File: src/rtl/instr_fetch.sv
// Fetch stage: owns the PC, drives a 1-cycle synchronous instruction memory,
// buffers returned words in a 2-entry queue and hands {instr, pc} to decode.
module instr_fetch #(
  parameter logic [31:0] RESET_PC  = 32'h0000_0000,
  parameter logic [31:0] NOP_INSTR = 32'h0000_0013
) (
  input  logic        clk,
  input  logic        rst,
  output logic [31:0] imem_addr_o,
  input  logic [31:0] imem_instr_i,
  input  logic        redirect_i,
  input  logic [31:0] redirect_pc_i,
  output logic        instr_valid_o,
  output logic [31:0] instr_o,
  output logic [31:0] instr_pc_o,
  input  logic        instr_ready_i,
  output logic        misalign_o
);

  localparam logic [0:0] RUN  = 1'b0;
  localparam logic [0:0] HALT = 1'b1;

  logic [0:0]  state_q;
  logic [31:0] pc_q;
  logic        inflight_q;
  logic [31:0] inflight_pc_q;
  logic [1:0]  count_q;
  logic [31:0] q_instr [2];
  logic [31:0] q_pc    [2];

  logic       run;
  logic       pop;
  logic       push;
  logic       issue;
  logic [2:0] occ;
  logic [1:0] level;

  assign run = (state_q == RUN);

  assign instr_valid_o = run && (count_q != 2'd0);
  assign instr_o       = instr_valid_o ? q_instr[0] : NOP_INSTR;
  assign instr_pc_o    = instr_valid_o ? q_pc[0] : 32'h0;
  assign misalign_o    = (state_q == HALT);
  assign imem_addr_o   = pc_q;

  assign pop   = instr_valid_o & instr_ready_i;
  assign occ   = {1'b0, count_q} + {2'b0, inflight_q}
               - {2'b0, pop};
  assign issue = run & ~redirect_i & (occ < 3'd2);
  assign push  = run & inflight_q & ~redirect_i;
  assign level = count_q - {1'b0, pop};

  always_ff @(posedge clk) begin
    if (rst) begin
      state_q       <= RUN;
      pc_q          <= RESET_PC;
      inflight_q    <= 1'b0;
      inflight_pc_q <= 32'h0;
      count_q       <= 2'd0;
    end else if (redirect_i) begin
      // In-flight read and queued words belong to the old path.
      count_q    <= 2'd0;
      inflight_q <= 1'b0;
      pc_q       <= redirect_pc_i;
      state_q    <= (redirect_pc_i[1:0] != 2'b00) ? HALT : RUN;
    end else begin
      count_q <= count_q + {1'b0, push} - {1'b0, pop};
      if (issue) begin
        pc_q          <= pc_q + 32'd4;
        inflight_q    <= 1'b1;
        inflight_pc_q <= pc_q;
      end else begin
        inflight_q <= 1'b0;
      end
    end
  end

  // Head is slot 0; a push after a same-cycle pop lands in the freed slot.
  always_ff @(posedge clk) begin
    if (!rst && !redirect_i) begin
      if (pop) begin
        q_instr[0] <= q_instr[1];
        q_pc[0]    <= q_pc[1];
      end
      if (push) begin
        if (level == 2'd0) begin
          q_instr[0] <= imem_instr_i;
          q_pc[0]    <= inflight_pc_q;
        end else begin
          q_instr[1] <= imem_instr_i;
          q_pc[1]    <= inflight_pc_q;
        end
      end
    end
  end

endmodule

File: config.mk
export PLATFORM = sky130hd
export DESIGN_NAME = instr_fetch
export DESIGN_NICKNAME = d
export VERILOG_FILES = /design/src/rtl/instr_fetch.sv
export SDC_FILE = /design/constraint.sdc
export NUM_CORES = 1
export LEC_CHECK = 0
export BUFFER_PORTS_ARGS = -buffer_cell sky130_fd_sc_hd__buf_4
export CAP_MARGIN = 20
export CORE_ASPECT_RATIO = 0.5
export CORE_MARGIN = 4
export CORE_UTILIZATION = 26
export CTS_CLUSTER_DIAMETER = 30
export DETAILED_ROUTE_END_ITERATION = 8
export PLACE_DENSITY = 0.46
export SETUP_SLACK_MARGIN = 0.5
export SLEW_MARGIN = 20
export SYNTH_ARGS = -nofsm -noshare
export SYNTH_HDL_FRONTEND = slang
export SYNTH_SLANG_ARGS = --single-unit
File: constraint.sdc
create_clock -name clk -period 22.1 [get_ports clk]
set_input_delay 4.42 -clock clk [delete_from_list [all_inputs] [get_ports clk]]
set_output_delay 4.42 -clock clk [all_outputs]
set_load 0.005 [all_outputs]
# After elaboration in Yosys (flattened, before gate mapping)
# Memory sizes are Yosys's and may differ from the RTL's.
# Cells that the tools add are included.
# Widths: inputs -> output; s select.
[word_totals] regBits=68 latchBits=0 mem_bits_rw=128 romBits=0 in_bits=68 output_inout_bits=98 elab_cells=52 n_memories=2
[op_classes] n_addsub=6 n_mul=0 n_div=0 magnitude_cmp=1 n_eq_ne=0 shift=0 n_mux=19 bitwise=9 n_reduce_logical=10
[memory_table] memory="q_instr" words=2 width=32 read_ports=2 rd_ports_with_merged_regs=0 wr=2 line_no="28" source="logic [31:0] q_instr [2];"
[memory_table] memory="q_pc" words=2 width=32 read_ports=2 rd_ports_with_merged_regs=0 wr=2 line_no="29" source="logic [31:0] q_pc [2];"
[ops] operator="$mux 32" n=6
[ops] operator="$add 32x3->32 const B" n=1
[ops] operator="$mux 1" n=13
[ops] operator="$reduce_bool 2->1" n=3
[ops] operator="$and 1x1->1" n=5
[ops] operator="$sub 2x1->2" n=2
[ops] operator="$add 2x1->3" n=1
[ops] operator="$lt 3x2->1 const B" n=1
[ops] operator="$sub 3x1->3" n=1
[ops] operator="$add 2x1->2" n=1
[ops] operator="$logic_and 1x1->1" n=2
[ops] operator="$logic_not 1->1" n=2
[ops] operator="$logic_not 2->1" n=1
[ops] operator="$not 1->1" n=2
[ops] operator="$or 1x1->1" n=2
[ops] operator="$reduce_and 2->1" n=1
[ops] operator="$reduce_or 2->1" n=1

# Longest topological paths before layout
# Gate-level depths: netlist (run 1).
[logic_depth] word_depth=10 depth_mapped=13 mapped_depth_nobuf=12

# Least setup slack after synthesis (run 1)
# OpenSTA, ideal clock, no wires.
[synth_path] path_type="input port to flip-flop" from="in redirect_i" to="mem q_instr[0][0] (enable)" setup_ps=581 t_arrival_ps=9751 required_ps=21519 setup_slack_ps=11768 stages=4 path_cell_list="buf_2 -> clkbuf_1 -> clkbuf_1 -> o31ai_1"
[synth_lines] item="from (decl)" line_no="11" source="input logic redirect_i,"
[synth_lines] item="to (decl)" line_no="28"

# Worst setup path after layout (run 1)
[layout_path] from="in instr_ready_i" to="reg pc_q[26] (netlist: imem_addr_o[26])"
[layout_between] elab_chain_cells=5
[layout_rtl] item="from (decl)" line_no="16" source="input logic instr_ready_i,"
[layout_rtl] item="$and 1x1->1" line_no="46" source="assign pop = instr_valid_o & instr_ready_i;"
[layout_rtl] item="$sub 3x1->3" line_no="48" source="- {2'b0, pop};"
[layout_rtl] item="$lt 3x2->1" line_no="49" source="assign issue = run & ~redirect_i & (occ < 3'd2);"
[layout_rtl] item="$and 1x1->1" line_no="49"
[layout_rtl] item="$reduce_bool 2->1 (no line)"
[layout_rtl] item="to (signal assigned)" line_no="64" source="pc_q <= redirect_pc_i;"
[layout_rtl] item="to (signal assigned)" line_no="69" source="pc_q <= pc_q + 32'd4;"
[layout_rtl] item="to (decl)" line_no="24" source="logic [31:0] pc_q;"
# No other way between the ends.
# A chain may end at the register's enable or synchronous reset.

==> reports/qor.yml, run 1 <==
run_status:
  outcome: "completed"
sta:
  finalHoldViolCount: 0
  slew_headroom: 0.374
  clock_skew_ns: 0.00898
  rsz0062_at_grt: "false"
  setup_viol_count_final: 0
  drv_slew: 0
  period_share: 0.314
  fin_tns_setup_ns: 0
  period_minus_slack_ns: 6.94
  worst_pin_slew_ns: 0.939
  max_freq_ghz: 0.144
job:
  drv_cap: 0
final_layout:
  nFillCells: 3210
  multiInputGateArea_um2: 2950
  area_delta_synth_final_pct: 26.3
  nets: 915
  diodes: 0
  regArea_um2: 5200
  drive_above_1_share: 0.333
worst_setup_path:
  worstPathMaxFanout: 48
  crit_slowest_cell: "a21boi_0"
  cp.required_ns: 22.44
  path_class: "primary input to flip-flop"
  crit_top_cell: "buf_4"
  critPathLaunchType: "primary input"
  crit_arrival_ns: 7.28
  cp_slowest_stage_delay_ns: 0.46
  end_kind: "flip-flop"
  rr_worst_depth: 14
  r2r-start: "count_q[1]$_SDFF_PN0_"
  crit_start: "instr_ready_i"
  path_cells: "buf_4 -> a21boi_0 -> o21ai_0 -> fa_1 -> xnor2_1 -> and3_2 -> buf_4 -> nand2b_1 -> inv_1 -> and2_1 -> a211o_1"
floorplanning:
  ios: 166
  rows: 46
  die_h_um: 135
  die_area_um2: 35500
  start_util: 0.265
  die_w_um: 262
  core_um2: 31800
logic_synthesis:
  synth_edf_count: 128
  postSynthAreaPerCell_um2: 12.1
  yosysTopAreaCell: "edfxtp_1"
  synthArstFlopShare: 0
  ys_top_cells_by_count: "edfxtp_1 (128), nand2_1 (96), dfxtp_1 (68), mux2_2 (66), and2_1 (62)"
  ys_types: 59
  seq_area_frac_synth: 0.619
  synth_area_leaders: "edfxtp_1 (46%), dfxtp_1 (16%), mux2_2 (8.8%)"
  synth_top_area_share: 0.457
  synthCells: 696
  synthFlopType: "edfxtp_1"
  synth_warnings: 0
  synth.most_common_cell: "edfxtp_1"
  netlist_area_um2: 8410
  synth_nets: 767
  ys_seq_elements: 196
grt:
  grt_first_pass_wirelength_um: 35400
  grt-ovfl-total: 0
  grt_max_degree: 72
  grt_pass1_vias: 5873
  grt_usage: 0.129
  antenna_found_initial: 0
clocking:
  clockBufferDepth: 2
  cts_inserted_buffers: 17
  clkSinkCount: 196
  cts-root-buf: "clkbuf_16"
  h-tree-depth: 4
  cts_tree: "yes"
  insertion_delay_ns: 0.45
  hold_buffers: 0
  cts-resized-gates: 0
  clkTransAtPathRegs_ns: 0.07
  cts_setup_buffers: 0
drt:
  wl_um: 22900
  drt_iter0_drc: 355
  wire_per_inst_um: 17.8
  ant_nets: 0
  drt_first_pass_iters: 5
  drt-vias-per-instance: 4.46
  dr_total_vias: 5751
  drc: 0
pwr:
  power_mw: 0.771
  cellPowerDensity_nw_per_um2: 72.5
  peakVddDrop_mv: 0.0459
  p_leak_nw: 3.81
min_path:
  hp-class: "flip-flop to flip-flop"
  min_path_cells: 0
  min_from: "inflight_pc_q[25]$_SDFFE_PP0P_"
placement:
  gp_congestion: 0.778
  port_buffers: 165
  place_hpwl_um: 15200
## sequential cells by signal, summed over array words and instances (netlist names)
register / count
inflight_q: 1
q_pc: 64
imem_addr_o: 32
inflight_pc_q: 32
count_q: 2
misalign_o: 1
q_instr: 64
## critical path: cells and delay by family
| kind | cells | cell delay (ns) |
|---|---|---|
| compound gates | 3 | 0.96 |
| xor+xnor | 1 | 0.17 |
| fa+ha+maj | 1 | 0.42 |
| buf+inv | 3 | 0.50 |
| simple gates | 3 | 0.79 |
## final cells by class
cell class              count  area share
well taps                 432      0.0509
inverters                   8     0.00283
flip-flops and latches    196       0.490
clock inverters            13      0.0113
clock buffers              19      0.0437
repair buffers            174       0.123
multi-input cells         447       0.278
## through the flow
step / instances / util / instance area, um2 / setup WS, ns / hold slack, ns
final: 1289 / 0.334 / 10600 / 15.16 / 0.455
after detailed placement: 1257 / 0.316 / 10000 / 14.72 / 0.436
after global placement: 1256 / 0.316 / 10000 / 14.81 / 0.437
after CTS: 1289 / 0.334 / 10600 / 15.13 / 0.452
after floorplan: 696 / - / 8410 / 11.77 / 0.424
after global routing: 1289 / 0.334 / 10600 / 14.96 / 0.470
## placed cells by master, fill, tap and decap left out, drive strengths merged, types with 8 or more instances in the layout
cell    instances
and2           63
nor2           27
buf           174
o21ai          13
nor3            8
mux2           66
nand2          96
clkbuf         19
a31oi          11
nand3          12
a21oi          50
edfxtp        128
dfxtp          68
nand4          12
inv            14
## metal layers
| metal | track usage | vias up | part of all wire |
|---|---|---|---|
| met5 | 0 | - | 0 |
| met4 | 0.0367 | 0 | 0.015 |
| met3 | 0.0308 | 21 | 0.030 |
| met2 | 0.222 | 89 | 0.51 |
| met1 | 0.163 | 2830 | 0.45 |
| li1 | - | 2811 | - |
## where the power goes
group	switching (mW)	internal, mW	total, mW
Combinational	0.0271	0.0248	0.0519
Sequential	0.0103	0.396	0.406
Clock	0.145	0.167	0.312
Total	0.183	0.588	0.771
## final timing paths
check / endpoint / slack [ns]
worst min register to register: q_pc[0][57]$_DFFE_PP_ / 0.46
worst min-delay path: q_pc[0][57]$_DFFE_PP_ / 0.46
worst max register to register: imem_addr_o[26]$_SDFFE_PP0P_ / 17.75
worst max-delay path: imem_addr_o[26]$_SDFFE_PP0P_ / 15.16
## cell families after synthesis
kind of cell	Yosys count	share of synthesized area
buffers and inverters	53	0.0348
muxes	68	0.0907
and+or+nand+nor	256	0.161
adders and majority gates	3	0.00536
AOI/OAI and AO/OA	108	0.0769
DFF	196	0.619
xor gates and xnor gates	12	0.0125
Power figures use the tool's default switching activity.
==> run 2, diff against run 1 <==
ABC_AREA = 1   (was unset)
PLACE_DENSITY = 0.47   (was 0.46)
clock period = 6.3 ns   (was 22.1 ns; I/O delays follow)
==> run 2 against run 1 <==
Compared with the run above: first-iteration DRC count up 9.0%; synthesized area up 5.1%; combinational power rose to 4.1 times the previous value; clock skew up 0.0017 ns; clock power rose to 3.4 times the previous value; wire length up 7.7%; final cell count up 26%; sequential cell count unchanged; critical endpoint is now imem_addr_o[8]$_SDFFE_PP0P_; highest routed layer unchanged.
==> reports/qor.yml, run 2 <==
logic_synthesis:
  synth.most_common_cell: "nand2_1"
  synth_nets: 1090
  synthFlopType: "edfxtp_1"
  postSynthAreaPerCell_um2: 8.68
  ys_top_cells_by_count: "nand2_1 (212), inv_1 (191), nor2_1 (130), edfxtp_1 (128), dfxtp_1 (68)"
  synth_area_leaders: "edfxtp_1 (43%), dfxtp_1 (15%), nand2_1 (9.0%)"
  synth_top_area_share: 0.435
  yosysTopAreaCell: "edfxtp_1"
  synthCells: 1019
  synth_edf_count: 128
  synth_warnings: 0
  seq_area_frac_synth: 0.589
  synthArstFlopShare: 0
  ys_seq_elements: 196
  netlist_area_um2: 8840
  ys_types: 38
worst_setup_path:
  rr_worst_depth: 15
  crit_arrival_ns: 4.30
  cp_slowest_stage_delay_ns: 0.72
  crit_slowest_cell: "nand2_2"
  end_kind: "flip-flop"
  cp.required_ns: 6.69
  worst_r2r_endpoint: "imem_addr_o[8]$_SDFFE_PP0P_"
  crit_buf_inv: 4
  worstPathMaxFanout: 52
  path_cells: "buf_4 -> nand2_2 -> xor2_2 -> nand2b_1 -> fa_1 -> inv_1 -> nor2_1 -> nand2_2 -> nand2_1 -> inv_1 -> nand2_1 -> o211ai_1 -> nand2_1 -> inv_1"
  path_delay_family: "simple AND/OR/NAND/NOR gates"
  critPathLaunchType: "primary input"
  r2r-start: "count_q[1]$_SDFF_PN0_"
  worst-path-stages: 14
  path_class: "primary input to flip-flop"
  r2r_slack_ns: 2.60
floorplanning:
  start_util: 0.266
  die_area_um2: 37200
  die_w_um: 269
  rows: 47
  core_um2: 33300
  die_h_um: 138
  ios: 166
min_path:
  holdPathEnd: "q_pc[0][49]$_DFFE_PP_"
  hp-class: "flip-flop to flip-flop"
  min_path_cells: 0
  min_from: "inflight_pc_q[17]$_SDFFE_PP0P_"
pwr:
  pwr-share-clk: 0.390
  peakVddDrop_mv: 0.154
  power_frac_comb: 0.079
  cellPowerDensity_nw_per_um2: 247
  p_switching_mw: 0.680
  seqPwrFrac: 0.531
  p_leak_nw: 4.82
  p_int_mw: 2.04
  p_sw_frac: 0.250
final_layout:
  layout_common_cells: "nand2_1 (211), inv_1 (190), buf_4 (170)"
  nets: 1238
  drive_above_1_share: 0.188
  finalNonFillerCells: 1621
  diodes: 0
  final_common_cell: "nand2_1"
  area_delta_synth_final_pct: 24.9
  reg_top3: "q_instr x64, q_pc x64"
  finalInstanceArea_um2: 11000
placement:
  dp.cells: 1589
  place_hpwl_um: 17500
  port_buffers: 165
  gp_congestion: 0.835
  postPlaceCellArea_um2: 10500
sta:
  clock_skew_ns: 0.0107
  drv_slew: 0
  worst_pin_slew_ns: 0.989
  slew_headroom: 0.339
  rsz0062_at_grt: "false"
  finalHoldViolCount: 0
  fin_tns_setup_ns: 0
  setup_viol_count_final: 0
  period_share: 0.621
  period_minus_slack_ns: 3.91
  max_freq_ghz: 0.256
grt:
  grt-ovfl-total: 0
  antenna_found_initial: 0
  grt_first_pass_wirelength_um: 38600
  grt_usage: 0.132
  grt_pass1_vias: 6772
  grt_max_degree: 71
clocking:
  clockBufferDepth: 2
  cts-resized-gates: 0
  h-tree-depth: 4
  insertion_delay_ns: 0.43
  cts_inserted_buffers: 17
  cts_tree: "yes"
  cts-root-buf: "clkbuf_16"
  clkTransAtPathRegs_ns: 0.07
  cts_setup_buffers: 0
  clkSinkCount: 196
  hold_buffers: 0
drt:
  ant_nets: 0
  drc: 0
  dr_total_vias: 6925
  wl_um: 24700
  drt_iter0_drc: 387
  drt-vias-per-instance: 4.27
  wire_per_inst_um: 15.2
  drt_first_pass_iters: 4
job:
  drv_cap: 0
run_status:
  outcome: "completed"
-- run 2: changes by cell type after synthesis, moves of 9 or more --
cell and change:
a31oi_1 -9, and2_1 -60, inv_1 +183, nand3_1 +49, a21oi_1 -18, o21ai_0 +27
o21ai_1 +56, nand2_1 +116, nor2_1 +103, mux2_2 -66
-- run 2: area by class of cell --
cell class / instances / area (um2)
fill: 3459 / 22200
sequential: 196 / 5200
multi-input combinational: 587 / 2720
timing repair buffer: 170 / 1280
inverter: 195 / 734
tap: 441 / 552
clock buffer: 18 / 429
clock inverter: 14 / 131
-- run 2: worst max path at each step --
stage,start,to,slack [ns]
CTS,instr_ready_i,imem_addr_o[8]$_SDFFE_PP0P_,2.42
global placement,instr_ready_i,imem_addr_o[8]$_SDFFE_PP0P_,1.99
detailed placement,instr_ready_i,imem_addr_o[8]$_SDFFE_PP0P_,1.97
global route,instr_ready_i,imem_addr_o[8]$_SDFFE_PP0P_,2.06
finish,instr_ready_i,imem_addr_o[8]$_SDFFE_PP0P_,2.39
floorplan,rst,q_instr[0][0]$_DFFE_PP_,1.24
-- run 2: metrics by stage --
step	hold slack (ns)	util	power, mW	setup slack [ns]
after floorplan	0.408	-	1.58	1.24
after global placement	0.409	0.315	1.69	1.99
after detailed placement	0.413	0.315	1.69	1.97
after CTS	0.426	0.332	2.76	2.42
after global routing	0.434	0.332	2.84	2.06
final	0.429	0.332	2.72	2.39
-- run 2: routing by layer --
metal / track usage / wire (um)
met4: 0.0409 / 431
met1: 0.170 / 11300
met2: 0.228 / 12400
met3: 0.0245 / 518
met5: 0 / 0
-- run 2: cells by family after synthesis --
family,count (synthesis),share of synthesized area
DFF,196,0.589
adders and majority gates,3,0.00509
AOI/OAI and AO/OA,149,0.0906
xor gates and xnor gates,10,0.0108
and+or+nand+nor,425,0.199
buffers and inverters,236,0.106
-- run 2: power by group through the flow --
stage	clock, mW	sequential, mW	combinational, mW
after global routing	1.14	1.45	0.243
after global placement	0	1.48	0.217
after CTS	1.10	1.45	0.219
final	1.06	1.45	0.214
after detailed placement	0	1.48	0.218
after floorplan	0	1.46	0.116
==> run 3, diff against run 2 <==
clock period = 3.6 ns   (was 6.3 ns; I/O delays follow)
==> run 3 against run 2 <==
Compared with the run above: die area is the same; highest routed layer unchanged; sequential power grew 75%; wire length grew 1.4%; cell area grew 1.5%; worst hold slack is essentially flat; sequential share of layout area shrank 0.69 points; critical path depth shrank 8; clock power grew 79%; critical path type is now flip-flop to output pin; critical endpoint is now instr_o[12]; combinational power grew 79%; power grew 77%; sequential cell count is the same; non-clock buffer count grew 9.
==> reports/qor.yml, run 3 (synthesis results as in run 2) <==
sta:
  finalHoldViolCount: 0
  clock_skew_ns: 0.00731
  worst_hold_slack_ns: 0.430
  worst_pin_slew_ns: 0.828
  fin_tns_setup_ns: 0
  rsz0062_at_grt: "true"
  period_minus_slack_ns: 2.94
  period_share: 0.816
  max_freq_ghz: 0.340
  setup_viol_count_final: 0
  drv_slew: 0
  slew_headroom: 0.447
  setup_ws_ns: 0.661
drt:
  wl_um: 25000
  drt_iter0_drc: 319
  drc: 0
  wire_per_inst_um: 15.4
  dr_total_vias: 6955
  ant_nets: 0
  drt_first_pass_iters: 4
  drt-vias-per-instance: 4.27
clocking:
  cts_inserted_buffers: 17
  cts_tree: "yes"
  clkTransAtPathRegs_ns: 0.07
  cts-root-buf: "clkbuf_16"
  insertion_delay_ns: 0.44
  clkSinkCount: 196
  clockBufferDepth: 2
  h-tree-depth: 4
floorplanning:
  die_w_um: 269
  ios: 166
  start_util: 0.266
  core_um2: 33300
  die_area_um2: 37200
  die_h_um: 138
  rows: 47
worst_setup_path:
  path_cells: "nor2_2 -> nor2_4 -> inv_2 -> buf_4 -> nor2_1 -> buf_4"
  cp.required_ns: 2.88
  crit_top_cell: "buf_4"
  critPathLaunchType: "flip-flop"
  crit_slowest_cell: "inv_2"
  path_delay_family: "buffers and inverters"
  cp_slowest_stage_delay_ns: 0.61
  end_kind: "output pin"
  worst-path-stages: 6
  crit_arrival_ns: 2.22
  crit_buf_inv: 3
  worstPathMaxFanout: 44
  rr_worst_depth: 15
  path_class: "flip-flop to output pin"
final_layout:
  drive_above_1_share: 0.197
  nFillCells: 3504
  reg_top3: "q_instr x64, q_pc x64"
  regArea_um2: 5200
  final_common_cell: "nand2_1"
  area_delta_synth_final_pct: 26.8
  nets: 1247
  multiInputGateArea_um2: 2730
  layout_common_cells: "nand2_1 (210), inv_1 (190), buf_4 (173)"
  diodes: 0
grt:
  grt_first_pass_wirelength_um: 39700
  grt_pass1_vias: 6934
  grt_usage: 0.136
  grt_max_degree: 129
  grt-ovfl-total: 0
  antenna_found_initial: 0
job:
  drv_cap: 0
placement:
  port_buffers: 165
  place_hpwl_um: 18100
  place_ws_ns: 0.474
  gp_congestion: 0.859
pwr:
  cellPowerDensity_nw_per_um2: 430
  p_leak_nw: 4.90
  peakVddDrop_mv: 0.252
min_path:
  min_path_cells: 0
  hp-class: "flip-flop to flip-flop"
run_status:
  outcome: "completed"
==> run 3: per-stage QoR <==
stage | utilization | cells | power, mW | cell area [um2]
2_1_floorplan | - | 1019 | 2.76 | 8850
3_3_place_gp | 0.319 | 1597 | 2.97 | 10600
3_5_place_dp | 0.319 | 1597 | 2.97 | 10600
4_1_cts | 0.336 | 1629 | 4.89 | 11200
5_1_grt | 0.337 | 1630 | 5.03 | 11200
6_report | 0.337 | 1630 | 4.82 | 11200
==> run 3: per-layer routing <==
metal	vias to the layer above	part of all wire	global-route usage
li1	3563	-	-
met1	3260	0.46	0.178
met2	105	0.50	0.230
met3	27	0.032	0.0295
met4	0	0.016	0.0346
met5	-	0	0
==> run 3: cell type report <==
cell class                      count  area share
Clock buffer                       17      0.0379
Inverter                          195      0.0653
Clock inverter                     15      0.0129
Sequential cell                   196       0.464
Timing Repair Buffer              179       0.127
Tap cell                          441      0.0492
Multi-Input combinational cell    587       0.243
==> run 3: repair_timing <==
action / in CTS / in global routing
setup buffers: 0 / 0
gates resized for setup: 0 / 2
endpoints found under the setup margin: 0 / 22
hold endpoints to repair: 0 / 0
hold buffers: 0 / 0
==> run 3: power breakdown <==
part           internal, mW  leakage (nW)  switching [mW]
logic                 0.166          2.89           0.217
clock network         0.977         0.282           0.920
registers              2.45          1.72          0.0815
total                  3.60          4.90            1.22
==> run 3: worst paths after layout <==
check,slack (ns),end,from
max,0.66,instr_o[12],count_q[1]$_SDFF_PN0_
min,0.43,q_pc[0][47]$_DFFE_PP_,inflight_pc_q[15]$_SDFFE_PP0P_
max reg2reg,0.72,imem_addr_o[8]$_SDFFE_PP0P_,count_q[1]$_SDFF_PN0_
min reg2reg,0.43,q_pc[0][47]$_DFFE_PP_,inflight_pc_q[15]$_SDFFE_PP0P_
